[config.mk]
export PLATFORM = sky130hd
export DESIGN_NAME = store_align_buffer
export DESIGN_NICKNAME = d
export VERILOG_FILES = /design/src/rtl/store_align_buffer.sv
export SDC_FILE = /design/constraint.sdc
export NUM_CORES = 1
export LEC_CHECK = 0
export ABC_AREA = 1
export CAP_MARGIN = 20
export CORE_ASPECT_RATIO = 0.6
export CORE_MARGIN = 1.5
export CORE_UTILIZATION = 35
export CTS_CLUSTER_SIZE = 20
export DETAILED_ROUTE_END_ITERATION = 7
export PLACE_DENSITY = 0.66
export SKIP_CTS_REPAIR_TIMING = 1
export SLEW_MARGIN = 20
export SYNTH_ARGS = -nofsm -noshare
export SYNTH_HDL_FRONTEND = slang
export SYNTH_SLANG_ARGS = --single-unit
[constraint.sdc]
create_clock -name clk -period 1.95 [get_ports clk]
set_input_delay 0.39 -clock clk [delete_from_list [all_inputs] [get_ports clk]]
set_output_delay 0.39 -clock clk [all_outputs]
set_load 0.02 [all_outputs]
[src/rtl/store_align_buffer.sv]
// -----------------------------------------------------------------------------
// store_align_buffer
//
// Memory-stage store path. Each sb/sh/sw request is lane-formatted: the store
// data is replicated into every byte lane it may land in, and a byte-strobe
// mask is produced. Legal, aligned stores go into a small FIFO. The FIFO drains
// to data memory in program order over a valid/ready write port. While a store
// is still buffered, a load to the same 32-bit word raises load_hit so that the
// hazard unit can hold that load.
//
// Ports
//   clk, rst_n    : clock (rising edge), asynchronous active-low reset
//   store_valid   : M-stage store request this cycle
//   StoreTypeM    : store funct3 (000 sb, 001 sh, 010 sw)
//   store_addr    : store byte address
//   store_data    : rs2 value to be stored
//   store_stall   : buffer full, request not taken, pipeline must hold
//   store_err     : misaligned or illegal funct3, request dropped
//   load_valid    : M-stage load request this cycle
//   load_addr     : load byte address
//   load_hit      : a buffered store targets the load's word
//   mem_wvalid    : head entry valid toward data memory
//   mem_wready    : data memory accepts the head entry
//   mem_waddr     : word-aligned write address
//   mem_wdata     : lane-replicated write data
//   mem_wstrb     : byte enables, bit i = byte lane i
//   buf_empty     : no pending entries
//   buf_count     : occupancy
// -----------------------------------------------------------------------------
module store_align_buffer #(
  parameter int DEPTH = 4,
  parameter int CNT_W = $clog2(DEPTH) + 1
) (
  input  logic             clk,
  input  logic             rst_n,
  input  logic             store_valid,
  input  logic [2:0]       StoreTypeM,
  input  logic [31:0]      store_addr,
  input  logic [31:0]      store_data,
  output logic             store_stall,
  output logic             store_err,
  input  logic             load_valid,
  input  logic [31:0]      load_addr,
  output logic             load_hit,
  output logic             mem_wvalid,
  input  logic             mem_wready,
  output logic [31:0]      mem_waddr,
  output logic [31:0]      mem_wdata,
  output logic [3:0]       mem_wstrb,
  output logic             buf_empty,
  output logic [CNT_W-1:0] buf_count
);

  localparam int PTR_W = $clog2(DEPTH);

  // Store-type encodings taken from funct3
  localparam logic [2:0] ST_SB = 3'b000;
  localparam logic [2:0] ST_SH = 3'b001;
  localparam logic [2:0] ST_SW = 3'b010;

  // FIFO state
  logic [PTR_W-1:0] head_r;
  logic [PTR_W-1:0] tail_r;
  logic [CNT_W-1:0] count_r;
  logic [DEPTH-1:0] valid_r;
  logic [29:0]      waddr_r [DEPTH];
  logic [31:0]      wdata_r [DEPTH];
  logic [3:0]       wstrb_r [DEPTH];

  // Formatting and control
  logic [31:0]      fmt_data_s;
  logic [3:0]       fmt_strb_s;
  logic             misalign_s;
  logic             illegal_s;
  logic             err_s;
  logic             full_s;
  logic             empty_s;
  logic             enq_s;
  logic             deq_s;
  logic             hit_any_s;

  // Lane replication, strobe generation and alignment / funct3 legality
  always_comb begin
    fmt_data_s = 32'h0000_0000;
    fmt_strb_s = 4'b0000;
    misalign_s = 1'b0;
    illegal_s  = 1'b0;
    case (StoreTypeM)
      ST_SB: begin
        fmt_data_s = {4{store_data[7:0]}};
        fmt_strb_s = 4'b0001 << store_addr[1:0];
      end
      ST_SH: begin
        fmt_data_s = {2{store_data[15:0]}};
        if (store_addr[1]) begin
          fmt_strb_s = 4'b1100;
        end else begin
          fmt_strb_s = 4'b0011;
        end
        misalign_s = store_addr[0];
      end
      ST_SW: begin
        fmt_data_s = store_data;
        fmt_strb_s = 4'b1111;
        misalign_s = (store_addr[1:0] != 2'b00);
      end
      default: begin
        illegal_s = 1'b1;
      end
    endcase
  end

  // Handshake decode: an erroring store is rejected even when the buffer is
  // full, and a dequeue in this cycle never frees a slot for this cycle's store
  always_comb begin
    full_s      = (count_r == CNT_W'(DEPTH));
    empty_s     = (count_r == {CNT_W{1'b0}});
    err_s       = store_valid & (misalign_s | illegal_s);
    store_err   = err_s;
    store_stall = store_valid & full_s & ~err_s;
    enq_s       = store_valid & ~full_s & ~err_s;
    deq_s       = ~empty_s & mem_wready;
  end

  // Word-match search over buffered entries; the store being enqueued this
  // cycle is not yet in valid_r, and the entry leaving this cycle still is
  always_comb begin
    hit_any_s = 1'b0;
    for (int i = 0; i < DEPTH; i++) begin
      if (valid_r[i] && (waddr_r[i] == load_addr[31:2])) begin
        hit_any_s = 1'b1;
      end else begin
        hit_any_s = hit_any_s;
      end
    end
    load_hit = load_valid & hit_any_s;
  end

  // Head-entry presentation toward memory and occupancy status
  always_comb begin
    mem_wvalid = ~empty_s;
    mem_waddr  = {waddr_r[head_r], 2'b00};
    mem_wdata  = wdata_r[head_r];
    mem_wstrb  = wstrb_r[head_r];
    buf_empty  = empty_s;
    buf_count  = count_r;
  end

  // Pointer and occupancy update; power-of-2 depth lets pointers wrap freely
  always_ff @(posedge clk or negedge rst_n) begin
    if (!rst_n) begin
      head_r  <= {PTR_W{1'b0}};
      tail_r  <= {PTR_W{1'b0}};
      count_r <= {CNT_W{1'b0}};
    end else begin
      if (enq_s) begin
        tail_r <= tail_r + PTR_W'(1);
      end
      if (deq_s) begin
        head_r <= head_r + PTR_W'(1);
      end
      case ({enq_s, deq_s})
        2'b10:   count_r <= count_r + CNT_W'(1);
        2'b01:   count_r <= count_r - CNT_W'(1);
        default: count_r <= count_r;
      endcase
    end
  end

  // Entry valid flags: set at the tail on enqueue, cleared at the head on
  // dequeue; tail and head never coincide on a slot when both happen
  always_ff @(posedge clk or negedge rst_n) begin
    if (!rst_n) begin
      valid_r <= {DEPTH{1'b0}};
    end else begin
      for (int i = 0; i < DEPTH; i++) begin
        if (enq_s && (tail_r == PTR_W'(i))) begin
          valid_r[i] <= 1'b1;
        end else if (deq_s && (head_r == PTR_W'(i))) begin
          valid_r[i] <= 1'b0;
        end
      end
    end
  end

  // Entry payload storage, written at the tail on enqueue
  always_ff @(posedge clk or negedge rst_n) begin
    if (!rst_n) begin
      for (int i = 0; i < DEPTH; i++) begin
        waddr_r[i] <= 30'h0000_0000;
        wdata_r[i] <= 32'h0000_0000;
        wstrb_r[i] <= 4'b0000;
      end
    end else begin
      if (enq_s) begin
        waddr_r[tail_r] <= store_addr[31:2];
        wdata_r[tail_r] <= fmt_data_s;
        wstrb_r[tail_r] <= fmt_strb_s;
      end
    end
  end

endmodule

==> summary.md <==
| Metric | Value |
|---|---|
| Layout area overhead | 53.8% |
| Sw frac | 42.7% |
| Number of flops mapped to enable cells by yosys | 0 |
| Reg-to-Reg Start | buf_count[2]$_DFFE_PN0P_ |
| Nets | 2683 |
| DRC | 0 |
| Sw power | 16.8 mW |
| First-pass GRT wire length | 85.1 mm |
| Synth top area share | 46.3% |
| Post-DRT Antenna Nets | 0 |
| Outcome | complete, but fails checks |
| Element type at the critical path start | flip-flop |
| Root Buffer | clkbuf_16 |
| Clk pin slew, worst setup/hold paths | 0.06 ns |
| Slew HR | 58.4% |
| Synth area leader | dfrtp_1 |
| Layout cells sized above 1 | 28.4% |
| Worst setup path endpoint | load_hit |
| Maximum clock frequency | 390 MHz |
| Netlist cell types | 29 |
| Reg2Reg Depth | 10 |
| Post-synth top flop | dfrtp_1 |
| Cell internal pwr | 22.6 mW |
| Met1 usage | 38.3% |
| GRT Overall Usage | 25.2% |
| WHS | 0.275 ns |
| Largest net degree at the start of global routing | 79 |
| Number of buffers added on ports | 175 |
| Clk network pwr share | 15.0% |
| RSZ-0062 raised after global routing | true |
| Final setup viols | 67 |
| Final period utilization | 132% |
| Initial antenna violation count | 7 |
| Largest family of logic cells by synthesized area | simple AND/OR/NAND/NOR gates |
| Syn Inst Count | 2143 |
| Crit path time final | 2.57 ns |
| Core Footprint | 41900 um2 |
| DR vias | 16.2k |
| Post-Synth Simple-Gate Area | 29.5% |
| Post-synthesis async set-or-reset flop share | 100% |
| Leading post-synthesis cells by cell area | dfrtp_1 (46%), nand2_1 (25%), o21ai_0 (7.6%), inv_1 (5.3%), nor2_1 (3.5%) |
| R2r endpoint | wdata_r[124]$_DFFE_PN0P_ |
| CTS tree | yes |
| Starting Density | 35.5% |
| Initial drt markers | 1997 |
| Post-DP HPWL | 39.6 mm |
| Power share of the combinational group | 59.2% |
| Met2 Usage GRT | 36.6% |
| Clk buf depth | 3 |
| Crit Path Category | flip-flop to output pin |
| Drt total wl | 60.1 mm |
| Post-synthesis sequential area ratio | 46.3% |
| Syn avg cell area | 6.94 um2 |
| Most crowded layer after global routing | met1 |
| Vias in the first global route | 14.8k |
| Final WS setup | -0.616 ns |
| Max-capacitance violation count | 0 |
| Worst Tran Pin Value | 0.618 ns |
| Congestion Overflow GR | 0 |
| Pwr/cell area | 1720 nW/um2 |
| # IOs | 180 |
| Router iterations before antenna repair | 6 |
| Routed length per instance | 19.0 um |
| Min-Delay Path Class | primary input to asynchronous set/reset pin |
| CP Launch Point | waddr_r[106]$_DFFE_PN0P_ |
| H-tree levels | 1 |
| Hold Fails Final Rpt | 0 |
| Critical Path RT | 1.56 ns |
| Max Slew Vio Count | 0 |
| R2R Setup Slk | 0.12 ns |
| Compound-gate portion of the synthesized area | 12.7% |
| Failing checks | negative setup slack |
| Mux contribution to synthesized area | 0% |
| Site Rows | 58 |
| Setup WS pre-CTS | -1.25 ns |
| Layout fillers | 3728 |
| Netlist Area Pre-Place | 14900 um2 |
| Clock Latency Late Sink | 0.57 ns |
| Die area | 43800 um2 |
| CP endpoint kind | output pin |
| Pleak | 11.7 nW |
| Final RePlAce weighted congestion | 1.00 |
| Die height | 163 um |
| Die Width | 269 um |
| CTS Sinks | 275 |
| Worst-path fanout max | 3 |
| GR Util met3 | 5.31% |
| Seq pwr share | 25.8% |
| Ys Warns | 0 |
| Data arrival, critical path | 2.18 ns |
| Post-Synth XOR/XNOR Area | 1.94% |
| Layout Skew | 0.0137 ns |
| Synth Area in Adders | 0.892% |
| Yosys reg bits | 275 |
| Num CTS Buffers | 30 |
| Via/cell ratio | 5.11 |
| Worst VDD drop | 680 uV |
-- power groups by stage --
stage,combinational [mW],sequential (mW),clock (mW)
6_report,23.3,10.2,5.90
5_1_grt,24.8,10.4,6.19
4_1_cts,17.7,9.69,5.96
3_5_place_dp,17.6,9.74,0
3_3_place_gp,17.4,9.66,0
2_1_floorplan,9.06,9.40,0
-- worst min path at each step --
stage	endpoint	slack [ns]	cells after the start
4_1_cts	wdata_r[50]$_DFFE_PN0P_	-0.34	1
3_3_place_gp	wdata_r[109]$_DFFE_PN0P_	0.26	1
6_report	wdata_r[109]$_DFFE_PN0P_	0.28	2
2_1_floorplan	buf_count[0]$_DFFE_PN0P_	0.09	0
3_5_place_dp	wdata_r[109]$_DFFE_PN0P_	0.26	1
5_1_grt	wdata_r[50]$_DFFE_PN0P_	0.29	2
-- Yosys cell counts (all sizes together) (8+ instances only) --
cell    count
nand4       9
buf        49
nor2      141
o21ai     227
o211ai      8
inv       215
a21oi      79
xnor2      26
ha          9
o22ai      39
clkbuf     55
nand2     986
dfrtp     275
-- per-layer routing --
metal	up-vias	part of all wire (%)
met3	104	9.6
met2	808	43
met5	-	0.048
li1	7499	-
met1	7753	45
met4	4	2.3
-- logic make-up after synthesis --
family,after synthesis
other,1
buffers and inverters,320
flip-flops,275
XOR/XNOR,33
AND/OR/NAND/NOR,1146
AO/OA/AOI/OAI,358
adder cells (fa/ha/maj),10
-- stage by stage --
step | setup TNS, ns | instance area (um2) | std cells | utilization, % | total power, mW
after floorplan | -0.196 | 15200 | 2144 | - | 18.5
after global placement | -212.00 | 19700 | 3046 | 47.0 | 27.0
after detailed placement | -222.88 | 19700 | 3046 | 47.0 | 27.3
after CTS | -103.89 | 20700 | 3100 | 49.4 | 33.4
after global routing | -31.38 | 22900 | 3163 | 54.6 | 41.4
final | -27.93 | 22900 | 3165 | 54.6 | 39.4
-- state kept, by name (all words and copies together), names as in the netlist --
register   cells
wdata_r      128
waddr_r      120
head_r         2
buf_count      3
wstrb_r       16
valid_r        4
tail_r         2
-- cell type report --
class                   instances  area, um2  area share (%)
multi-input cells            1549       8140            35.6
flip-flops and latches        275       6890            30.1
clock buffers                  49        923            4.04
diodes                          4       10.0          0.0438
clock inverters                 5       81.3           0.356
well taps                     570        713            3.12
inverters                     216        833            3.65
repair buffers                497       5270            23.0
-- placed cells by master, fill, tap and decap left out, types with 42 or more instances in the layout --
cell             count
nand2_1            960
dfrtp_1            270
buf_4              233
inv_1              196
o21ai_0            117
nor2_1              87
buf_6               86
clkdlybuf4s50_1     86
o21ai_2             59
buf_12              49
a21oi_2             46
clkbuf_16           42
-- worst max-delay path, stage by stage, from the launching register on --
cell and delay (ns):
dfrtp_1 0.43, inv_1 0.11, nand2_1 0.10, nand2_1 0.05, inv_1 0.05, nand2_1 0.07
nor2_1 0.16, buf_4 0.13, nand2_1 0.04, nor2_1 0.09, nand2_1 0.06, nand2_1 0.06
nor2_2 0.05, nor2_1 0.08, buf_4 0.14
(Power assumes the default switching activity.)
